--- config.mk ---
export PLATFORM = sky130hd
export DESIGN_NAME = fifo_rd_stream
export DESIGN_NICKNAME = d
export VERILOG_FILES = /design/src/rtl/fifo_pkg.sv /design/src/rtl/fifo_rd_stream_buf.sv /design/src/rtl/fifo_rd_stream.sv
export SDC_FILE = /design/constraint.sdc
export NUM_CORES = 1
export LEC_CHECK = 0
export BUFFER_PORTS_ARGS = -buffer_cell sky130_fd_sc_hd__buf_2
export CAP_MARGIN = 15
export CORE_MARGIN = 2
export CORE_UTILIZATION = 40
export CTS_BUF_LIST = sky130_fd_sc_hd__clkbuf_8
export CTS_CLUSTER_DIAMETER = 60
export DETAILED_ROUTE_END_ITERATION = 10
export GPL_ROUTABILITY_DRIVEN = 0
export MAX_ROUTING_LAYER = met4
export PLACE_DENSITY = 0.64
export SYNTH_ARGS = -nofsm -noshare
export SYNTH_HDL_FRONTEND = slang
export SYNTH_SLANG_ARGS = --single-unit
--- constraint.sdc ---
create_clock -name clk_rd -period 3.6 [get_ports clk_rd]
set_input_delay 0 -clock clk_rd [delete_from_list [all_inputs] [get_ports clk_rd]]
set_output_delay 0 -clock clk_rd [all_outputs]
set_load 0.02 [all_outputs]
--- src/rtl/fifo_pkg.sv ---
// Shared definitions for the async FIFO and its read-side stream adapter.
package fifo_pkg;

  localparam int unsigned DATA_WIDTH     = 8;
  localparam int unsigned ADDR_WIDTH     = 4;
  localparam int unsigned MAX_RD_LATENCY = 3;

  typedef logic [DATA_WIDTH-1:0] data_t;

endpackage

--- src/rtl/fifo_rd_stream_buf.sv ---
// stream_buf: DEPTH-entry circular buffer with occupancy count and head-of-queue data.
module stream_buf #(
  parameter int unsigned DATA_WIDTH = 8,
  parameter int unsigned DEPTH      = 4
) (
  input  logic                         clk,
  input  logic                         rst_n,
  input  logic                         push,
  input  logic [DATA_WIDTH-1:0]        push_data,
  input  logic                         pop,
  output logic [$clog2(DEPTH+1)-1:0]   count,
  output logic [DATA_WIDTH-1:0]        head_data
);

  localparam int unsigned PTR_W = $clog2(DEPTH);
  localparam logic [PTR_W-1:0] LAST = PTR_W'(DEPTH - 1);

  logic [DATA_WIDTH-1:0] mem [DEPTH];
  logic [PTR_W-1:0]      wr_ptr;
  logic [PTR_W-1:0]      rd_ptr;

  // Pointers wrap at DEPTH, which need not be a power of two; count alone tells full from empty.
  always_ff @(posedge clk or negedge rst_n) begin
    if (!rst_n) begin
      for (int unsigned i = 0; i < DEPTH; i++) mem[i] <= '0;
      wr_ptr <= '0;
      rd_ptr <= '0;
      count  <= '0;
    end else begin
      if (push) begin
        mem[wr_ptr] <= push_data;
        wr_ptr      <= (wr_ptr == LAST) ? '0 : wr_ptr + 1'b1;
      end
      if (pop) begin
        rd_ptr <= (rd_ptr == LAST) ? '0 : rd_ptr + 1'b1;
      end
      case ({push, pop})
        2'b10:   count <= count + 1'b1;
        2'b01:   count <= count - 1'b1;
        default: count <= count;
      endcase
    end
  end

  assign head_data = mem[rd_ptr];

endmodule

--- src/rtl/fifo_rd_stream.sv ---
// Read-side FIFO consumer: credit-based prefetch into a local buffer, presented as valid/ready.
// Optional word counter enabled by defining FIFO_RD_STREAM_CNT_EN.
module fifo_rd_stream #(
  parameter int unsigned DATA_WIDTH = fifo_pkg::DATA_WIDTH,
  parameter int unsigned RD_LATENCY = 1,
  parameter int unsigned BUF_DEPTH  = 4
) (
  input  logic                             clk_rd,
  input  logic                             rst_n,
  input  logic                             en,
  input  logic                             empty,
  input  logic [DATA_WIDTH-1:0]            data_out,
  output logic                             rd_en,
  output logic                             m_valid,
  input  logic                             m_ready,
  output logic [DATA_WIDTH-1:0]            m_data,
  output logic [$clog2(BUF_DEPTH+1)-1:0]   occupancy
`ifdef FIFO_RD_STREAM_CNT_EN
  ,
  output logic [31:0]                      word_cnt
`endif
);

  import fifo_pkg::*;

  localparam int unsigned OCC_W = $clog2(BUF_DEPTH + 1);
  localparam logic [OCC_W-1:0] OCC_FULL = OCC_W'(BUF_DEPTH);

  if (RD_LATENCY < 1 || RD_LATENCY > MAX_RD_LATENCY) begin : g_bad_latency
    $error("fifo_rd_stream: RD_LATENCY %0d outside 1..%0d", RD_LATENCY, MAX_RD_LATENCY);
  end
  if (BUF_DEPTH < 2 || BUF_DEPTH > 16) begin : g_bad_depth
    $error("fifo_rd_stream: BUF_DEPTH %0d outside 2..16", BUF_DEPTH);
  end

  logic [RD_LATENCY-1:0] vld_sr;
  logic                  pop;
  logic                  capture;
  logic [OCC_W-1:0]      buf_count;

  // Credits cover in-flight plus buffered words, so a capture always finds a free slot.
  assign rd_en   = en & ~empty & (occupancy < OCC_FULL);
  assign pop     = m_valid & m_ready;
  assign capture = vld_sr[RD_LATENCY-1];
  assign m_valid = (buf_count != '0);

  always_ff @(posedge clk_rd or negedge rst_n) begin
    if (!rst_n) begin
      vld_sr    <= '0;
      occupancy <= '0;
    end else begin
      vld_sr <= (vld_sr << 1) | RD_LATENCY'(rd_en);
      case ({rd_en, pop})
        2'b10:   occupancy <= occupancy + 1'b1;
        2'b01:   occupancy <= occupancy - 1'b1;
        default: occupancy <= occupancy;
      endcase
    end
  end

  stream_buf #(
    .DATA_WIDTH (DATA_WIDTH),
    .DEPTH      (BUF_DEPTH)
  ) u_buf (
    .clk       (clk_rd),
    .rst_n     (rst_n),
    .push      (capture),
    .push_data (data_out),
    .pop       (pop),
    .count     (buf_count),
    .head_data (m_data)
  );

`ifdef FIFO_RD_STREAM_CNT_EN
  always_ff @(posedge clk_rd or negedge rst_n) begin
    if (!rst_n) begin
      word_cnt <= '0;
    end else if (pop) begin
      word_cnt <= word_cnt + 32'd1;
    end
  end
`endif

endmodule

==> results of run 1 <==
## area by class of cell
class | instances | area [µm²] | share of cell area [%]
Sequential cell | 43 | 1076 | 45.43
Multi-Input combinational cell | 76 | 854.6 | 36.08
Timing Repair Buffer | 35 | 225.2 | 9.509
Tap cell | 67 | 83.83 | 3.539
Clock buffer | 6 | 82.58 | 3.487
Inverter | 11 | 41.29 | 1.743
Clock inverter | 1 | 5.005 | 0.2113
## worst min-delay path by stage
stage	start	to	slack (ns)
after floorplan	rst_n	capture	-0.30
after global placement	rst_n	u_buf.mem[25]	0.18
after detailed placement	rst_n	u_buf.mem[1]	0.20
after CTS	empty	capture	0.02
after global routing	empty	capture	0.03
final	empty	capture	0.03
## cells in the final DEF, fill, tap and decap left out, types with 4 or more instances in the layout
cell type and count:
mux4_2 8, buf_2 25, clkbuf_8 6, dfrtp_1 43, mux2_2 32, ha_1 7, dlygate4sd3_1 10, nand2_1 4
xor2_1 4, inv_1 11, o21ai_0 4, nand2_2 4, nor2_1 4
## sequential cells by signal, summed over array words and instances (netlist names)
signal,flops
capture,1
occupancy,3
u_buf.count,3
u_buf.mem,32
u_buf.rd_ptr,2
u_buf.wr_ptr,2
## cells by family (layout without fill, tap and decap cells)
group	Yosys count	in the layout
fa+ha+maj	9	9
mux	42	42
flops	43	43
xor+xnor	6	6
buf+inv	14	53
compound gates	4	4
simple gates	15	15
## worst max-delay path, stage by stage (launching register included)
cell	delay (ns)
dfrtp_1	0.41
or3_4	0.42
nand2_4	0.10
inv_1	0.06
ha_1	0.22
inv_1	0.07
fa_1	0.40
o21ai_0	0.19
## power groups by stage
stage                     Clock (mW)  Combinational, mW  Sequential (mW)
after floorplan                    0              0.739            0.849
final                          0.308              0.905            0.921
after CTS                      0.315              0.922            0.928
after global routing           0.336              0.991            0.959
after global placement             0              0.872            0.904
after detailed placement           0              0.912            0.936
## what timing repair did
action,4_1_cts,5_1_grt
gates resized for setup,0,0
hold buffers,10,0
endpoints found under the hold margin,75,0
## metrics by stage
stage / hold WS (ns) / utilization [%] / worst slack [ns] / total power [mW]
floorplan: -0.2956 / - / 1.743 / 1.588
global placement: 0.1751 / 45.87 / 1.735 / 1.776
detailed placement: 0.1970 / 45.87 / 1.642 / 1.849
CTS: 0.02153 / 49.82 / 1.615 / 2.165
global route: 0.03161 / 49.82 / 1.536 / 2.287
finish: 0.02899 / 49.82 / 1.650 / 2.134
## routing by layer
layer	up-vias	wire length [µm]	global-route usage, %
met4	0	44	5.159
li1	538	-	-
met2	25	1869	26.35
met5	-	0	-
met1	573	1570	16.96
met3	6	147	4.201
==> results.md, run 1 <==
* Status: completed
* First-pass GRT wire length at 6009 µm
* Largest net degree at the start of global routing at 44
* DR WL/cell at between 15 and 20 µm
* Final Cell Area at around 2400 µm²
* Port bufs at 25
* Htree depth at 2
* Via count at 1142
* Max-cap viol count at 0
* Adder-Cell Fraction of Synth Area at under 10%
* Area growth, synth to finish at 19.13%
* Post-CTS setup buffers at 0
* Setup TNS at 0 ns
* Vias in the first global route at ~1300
* Initial antenna violation count at 0
* R2R Setup Slk at 1.65 ns
* Internal power at between 1 and 1.5 mW
* Sequential-to-total area share from yosys stat at between 50% and 60%
* Sequential Power Share at a little over two fifths
* R2R depth at 7
* Worst setup path class: flip-flop to flip-flop
* Worst Setup End Kind: flip-flop
* Die area at about 5600 µm²
* Hold WC Path Type: input port to flip-flop
* Yosys reg bits at between 40 and 50
* Die H at 74.50 µm
* Sw Share at 35.54%
* Req. time, crit path at 3.81 ns
* Cells after DPL at between 200 and 250
* Switching pwr at between 700 and 800 µW
* Synth Area in Simple Gates at 4.216%
* Pwr/cell area at between 900 and 1000 nW/µm²
* Reg2Reg Capture Point: u_buf.count[1]
* Clock-pin slew on the worst setup and hold paths at about 0.070 ns
* Yosys top cell by area: dfrtp_1
* Post-route ant nets at 0
* Synthesized area at a little under 2000 µm²
* Ant diodes at 0
* Max Slew Vio Count at 0
* Detailed-placement wirelength estimate at ~2500 µm
* Worst Clk Skew at 0.005753 ns
* F_max at between 0.5 and 0.6 GHz
* DRC viols at 0
* Grt total ovfl at 0
* Finished Layout Cells at around 240
* Initial Util at 41.82%
* Yosys Warn Count at 0
* Worst R2R Start: u_buf.count[0]
* Drt pass-1 iters at 2
* Max_slew headroom at 37.49%
* Number of synthesized flops with an enable pin at 0
* CORE AREA at roughly 4800 µm²
* # setup viols final at 0
* Placed cell areas at around 2200 µm²
* Fill count at 420
* CTS Buf Count at 5
* NumNets Final at roughly 190
* Period minus WS final at about 1.9 ns
* Hold depth at 4
* Synth cell types at 19
* Crit. Startpoint: u_buf.count[0]
* Clock Latency Late Sink at ~0.29 ns
* Die width at around 75 µm
* Async set-reset flop share out of synthesis at between 90% and 100%
* Mux share of post-synthesis cell area at 28.70%
* Layout cells sized above 1 at a little under half
* Post-Syn Instances at about 130
* Synth Area in Compound Gates at approximately 1.0%
* Final Hold Viols at 0
* Xor-xnor portion of the synthesized cell area at under 10%
* Critical path launch point type: flip-flop
* Prevailing post-synth register cell: dfrtp_1
* Root buffer cell: clkbuf_8
* Syn Nets at ~160
* WP data arrival at around 2.2 ns
* LEAKAGE at ~1.1 nW
* Least-Margin Pin Slew at 0.9376 ns
* Syn_area_per_cell at between 10 and 15 µm²
* Unrepaired setup endpoints after global routing: false
* Top-area cell type share of the netlist area at 54.12%
* Row Count at 25
* Total wire length at roughly 3600 µm
* Overall Global Routing Usage at 15.25%
* CTS tree: built
* Logic pwr share at between 40 and 50%
* Top post-synthesis cells by area: dfrtp_1 (54%), mux2_2 (18%), mux4_2 (9.1%)
* Clk sink count at 43
* Io pins at 26
* Maximum root-to-sink buffer count at 2
* Worst setup path endpoint: u_buf.count[1]
* VDD IR max at between 300 and 400 µV
* Top post-synthesis cells by count: dfrtp_1 (43), mux2_2 (32), inv_1 (11), mux4_2 (8), ha_1 (7)
* Clock network fraction of total power at 14.4%
* Starting DRC count in detailed routing at a little over 60
* Count leader, synth: dfrtp_1
* Worst-path maximum fanout at 3
* Largest family of logic cells by synthesized area: multiplexers
* Tcrit/Tclk final at between 50% and 60%
* DR vias/cell at 4.778
Note: power is estimated with default switching activity, not from simulation.
==> inputs of run 2 (changes only) <==
--- a/config.mk
+++ b/config.mk
@@ -5,6 +5,7 @@
 export SDC_FILE = /design/constraint.sdc
 export NUM_CORES = 1
 export LEC_CHECK = 0
+export ABC_AREA = 1
 export BUFFER_PORTS_ARGS = -buffer_cell sky130_fd_sc_hd__buf_2
 export CAP_MARGIN = 15
 export CORE_MARGIN = 2
@@ -14,7 +15,7 @@
 export DETAILED_ROUTE_END_ITERATION = 10
 export GPL_ROUTABILITY_DRIVEN = 0
 export MAX_ROUTING_LAYER = met4
-export PLACE_DENSITY = 0.64
+export PLACE_DENSITY = 0.66
 export SYNTH_ARGS = -nofsm -noshare
 export SYNTH_HDL_FRONTEND = slang
 export SYNTH_SLANG_ARGS = --single-unit
==> constraint.sdc (replaced) <==
create_clock -name clk_rd -period 1.7 [get_ports clk_rd]
set_input_delay 0 -clock clk_rd [delete_from_list [all_inputs] [get_ports clk_rd]]
set_output_delay 0 -clock clk_rd [all_outputs]
set_load 0.02 [all_outputs]
==> run 2 against run 1 <==
Against the previous run:
- fmax is 22% higher
- synthesized cell count increased by 85%
- power increased by 120%
- combinational power rose to 2.6 times the previous value
- clock skew fell by 0.0036 ns
- count of clock-buffer cells in the layout down 1
- worst hold slack worse by 0.020 ns
- sequential share of layout area shrank 2.8 points
==> results.md, run 2 <==
* Status: completed
* Max-cap viol count at 0 (unchanged)
* Die H at 78.07 µm (+4.8%)
* VDD IR max at 751.0 µV (+110%)
* Starting DRC count in detailed routing at 116 (+87%)
* Syn Nets at 268 (+73%)
* Top-area cell type share of the netlist area at 49.03% (-5.1 points)
* Initial Util at 42.16% (+0.35 points)
* Sequential-to-total area share from yosys stat at 49.03% (-5.1 points)
* Top post-synthesis cells by count: nand2_1 (75), dfrtp_1 (43), inv_1 (42), o21ai_1 (22), o211ai_1 (16)
* Via count at 1605 (+41%)
* Logic pwr share at 48.6% (+6.2 points)
* Yosys reg bits at 43 (unchanged)
* Pwr/cell area at 1903 nW/µm² (+110%)
* Req. time, crit path at 1.92 ns (-1.89 ns)
* Crit-path most repeated cell: inv_2
* Sw Share at 42.76% (+7.2 points)
* Final Cell Area at 2521 µm² (+6.4%)
* Vias in the first global route at 1603 (+22%)
* Most frequent cells in the layout: nand2_1 (74), dfrtp_1 (43), inv_1 (38)
* Tcrit/Tclk final at 93.63% (+39 points)
* Footprint of the multi-input gates at 877.1 µm² (+2.6%)
* Commonest non-fill, non-tap cell in the layout: nand2_1
* Layout cells sized above 1 at 22.78% (-24 points)
* Cells after DPL at 337 (+52%)
* CTS Buf Count at 5 (unchanged)
* Initial antenna violation count at 0 (unchanged)
* Detailed-placement wirelength estimate at 2773 µm (+9.6%)
* Max Slew Vio Count at 0 (unchanged)
* Switching pwr at 2.051 mW (+170%)
* # setup viols final at 0 (unchanged)
* Xor-xnor portion of the synthesized cell area at 0.7982% (-1.8 points)
* Ant diodes at 0 (unchanged)
* Synth cell types at 16 (-3)
* First-pass GRT wire length at 7424 µm (+24%)
* Area growth, synth to finish at 14.88%
* Hold slack at 0.009382 ns (-0.01960 ns)
* Grt total ovfl at 0 (unchanged)
* Mux share of post-synthesis cell area at 0% (-29 points)
* Period minus WS final at 1.592 ns (-0.3580 ns)
* Count leader, synth: nand2_1
* Port bufs at 25 (unchanged)
* DR vias/cell at 4.573 (-4.3%)
* Number of synthesized flops with an enable pin at 0 (unchanged)
* Clock-pin slew on the worst setup and hold paths at 0.08 ns (about the same)
* Htree depth at 2 (unchanged)
* Total wire length at 4094 µm (+13%)
* F_max at 0.6282 GHz (+22%)
* Fill count at 545 (+30%)
* Least-Margin Pin Slew at 0.5415 ns (-0.3961 ns)
* Largest registers: u_buf.mem (32), occupancy (3), u_buf.count (3)
* WP data arrival at 1.81 ns (-0.35 ns)
* Worst Setup End Kind: flip-flop
* Clock network fraction of total power at 13.1% (-1.3 points)
* Post-Syn Instances at 246 (+85%)
* Prevailing post-synth register cell: dfrtp_1
* Yosys Warn Count at 0 (unchanged)
* Reg area at 1076 µm² (unchanged)
* Post-route ant nets at 0 (unchanged)
* Synthesized area at 2195 µm² (+10%)
* Finished Layout Cells at 351 (+47%)
* CTS tree: built
* Worst Clk Skew at 0.002150 ns (-0.003603 ns)
* Sequential Power Share at 38.3% (-4.9 points)
* NumNets Final at 302 (+56%)
* Io pins at 26 (unchanged)
* Top reg by flops: u_buf.mem
* Clk sink count at 43 (unchanged)
* Worst-path maximum fanout at 2 (-1)
* Placed cell areas at 2371 µm² (+8.7%)
* Row Count at 26 (+4.0%)
* Largest net degree at the start of global routing at 33 (-25%)
* Die width at 78.07 µm (+4.8%)
* Syn_area_per_cell at 8.921 µm² (-40%)
* Async set-reset flop share out of synthesis at 100.0% (unchanged)
* Yosys top cell by area: dfrtp_1
* Top post-synthesis cells by area: dfrtp_1 (49%), nand2_1 (13%), inv_1 (7.2%)
* Hold WC Path Type: input port to flip-flop
* Critical path launch point type: flip-flop
* Final Hold Viols at 0 (unchanged)
* Max_slew headroom at 63.90% (+26 points)
* Largest stage delay, worst path at 0.42 ns (about the same)
* Drt pass-1 iters at 4 (+2)
* Unrepaired setup endpoints after global routing: false
* Overall Global Routing Usage at 16.20% (+0.95 points)
* Die area at 6095 µm² (+9.8%)
* LEAKAGE at 1.360 nW (+27%)
* Delay-heaviest family, CP: adder cells
* Clock Latency Late Sink at 0.29 ns (about the same)
* Worst Path Buf+Inv at 3 (+1)
* DR WL/cell at 11.66 µm (-23%)
* CORE AREA at 5205 µm² (+9.5%)
* Worst-path cell chain: inv_2 -> nand3_4 -> nand2_2 -> inv_2 -> ha_1 -> inv_2 -> fa_2 -> o21ai_0
* Synth Area in Compound Gates at 15.39% (+14 points)
* Maximum root-to-sink buffer count at 2 (unchanged)
* Synth Area in Simple Gates at 16.93% (+13 points)
* Worst setup path class: flip-flop to flip-flop
* Max reg flops at 32 (unchanged)
* Adder-Cell Fraction of Synth Area at 5.815% (-0.60 points)
* DRC viols at 0 (unchanged)
* Internal power at 2.746 mW (+100%)
* Largest family of logic cells by synthesized area: simple AND/OR/NAND/NOR gates
* CP max stage cell: fa_2
* Root buffer cell: clkbuf_8
run 2: cell types whose count changed in the layout (fill, tap and decap cells not counted), moves of 8 or more:
cell | before | now
o211ai_1 | 0 | 16
o21ai_1 | 0 | 22
nand2_1 | 4 | 74
inv_1 | 11 | 38
mux4_2 | 8 | 0
o21ai_2 | 0 | 10
mux2_2 | 32 | 0
run 2: worst paths after layout:
| kind | from | to | slack [ns] | cells after the start |
|---|---|---|---|---|
| setup / recovery | u_buf.count[0] | u_buf.count[1] | 0.11 | 8 |
| hold / removal | data_out[5] | u_buf.mem[29] | 0.009 | 3 |
| setup reg to reg | u_buf.count[0] | u_buf.count[1] | 0.11 | 8 |
| hold reg to reg | u_buf.mem[22] | u_buf.mem[22] | 0.49 | 2 |
| max in group asynchronous | rst_n | u_buf.mem[30] | 0.99 | 3 |
| min in group asynchronous | rst_n | occupancy[0] | 0.21 | 2 |
run 2: what timing repair did:
item	4_1_cts	5_1_grt
resized for setup	1	8
pin swaps	1	1
setup buffers	0	2
gates cloned	0	0
hold buffers	4	0
endpoints found under the setup margin	1	4
hold endpoints to repair	24	0
run 2: layout make-up:
| cell class | instances | area share [%] |
|---|---|---|
| Sequential cell | 43 | 42.68 |
| Multi-Input combinational cell | 151 | 34.79 |
| Timing Repair Buffer | 37 | 9.429 |
| Inverter | 42 | 6.253 |
| Tap cell | 70 | 3.474 |
| Clock buffer | 5 | 2.730 |
| Clock inverter | 3 | 0.6452 |
run 2: power groups by stage:
| stage | clock, mW | sequential (mW) | combinational, mW |
|---|---|---|---|
| finish | 0.627 | 1.84 | 2.33 |
| global route | 0.692 | 1.90 | 2.69 |
| CTS | 0.659 | 1.83 | 2.31 |
| detailed placement | 0 | 1.84 | 2.30 |
| global placement | 0 | 1.83 | 2.23 |
| floorplan | 0 | 1.82 | 1.80 |
run 2: cell families (layout without fill, tap and decap cells):
kind of cell / after synthesis / in the layout
buffers and inverters: 52 / 87
AO/OA/AOI/OAI: 52 / 52
AND/OR/NAND/NOR: 88 / 88
flip-flops: 43 / 43
adder cells (fa/ha/maj): 9 / 9
XOR/XNOR: 2 / 2
run 2: routing by layer:
metal / track usage (%) / share of wire (%)
met1: 20.51 / 50
met3: 3.448 / 2.8
met4: 6.842 / 2.2
met5: - / 0
met2: 25.43 / 45
run 2: tightest hold or removal path: stages:
cell and delay (ns):
buf_2 0.07, inv_1 0.07, o21ai_2 0.13
run 2: through the flow:
| step | TNS [ns] | util [%] | setup WS [ns] | power [mW] |
|---|---|---|---|---|
| 4_1_cts | 0 | 47.96 | 0.006649 | 4.802 |
| 2_1_floorplan | 0 | - | 0.02465 | 3.622 |
| 6_report | 0 | 48.44 | 0.1082 | 4.798 |
| 3_3_place_gp | 0 | 45.55 | 0.08547 | 4.061 |
| 5_1_grt | 0 | 48.44 | 0.006722 | 5.286 |
| 3_5_place_dp | -0.004902 | 45.55 | -0.004902 | 4.145 |
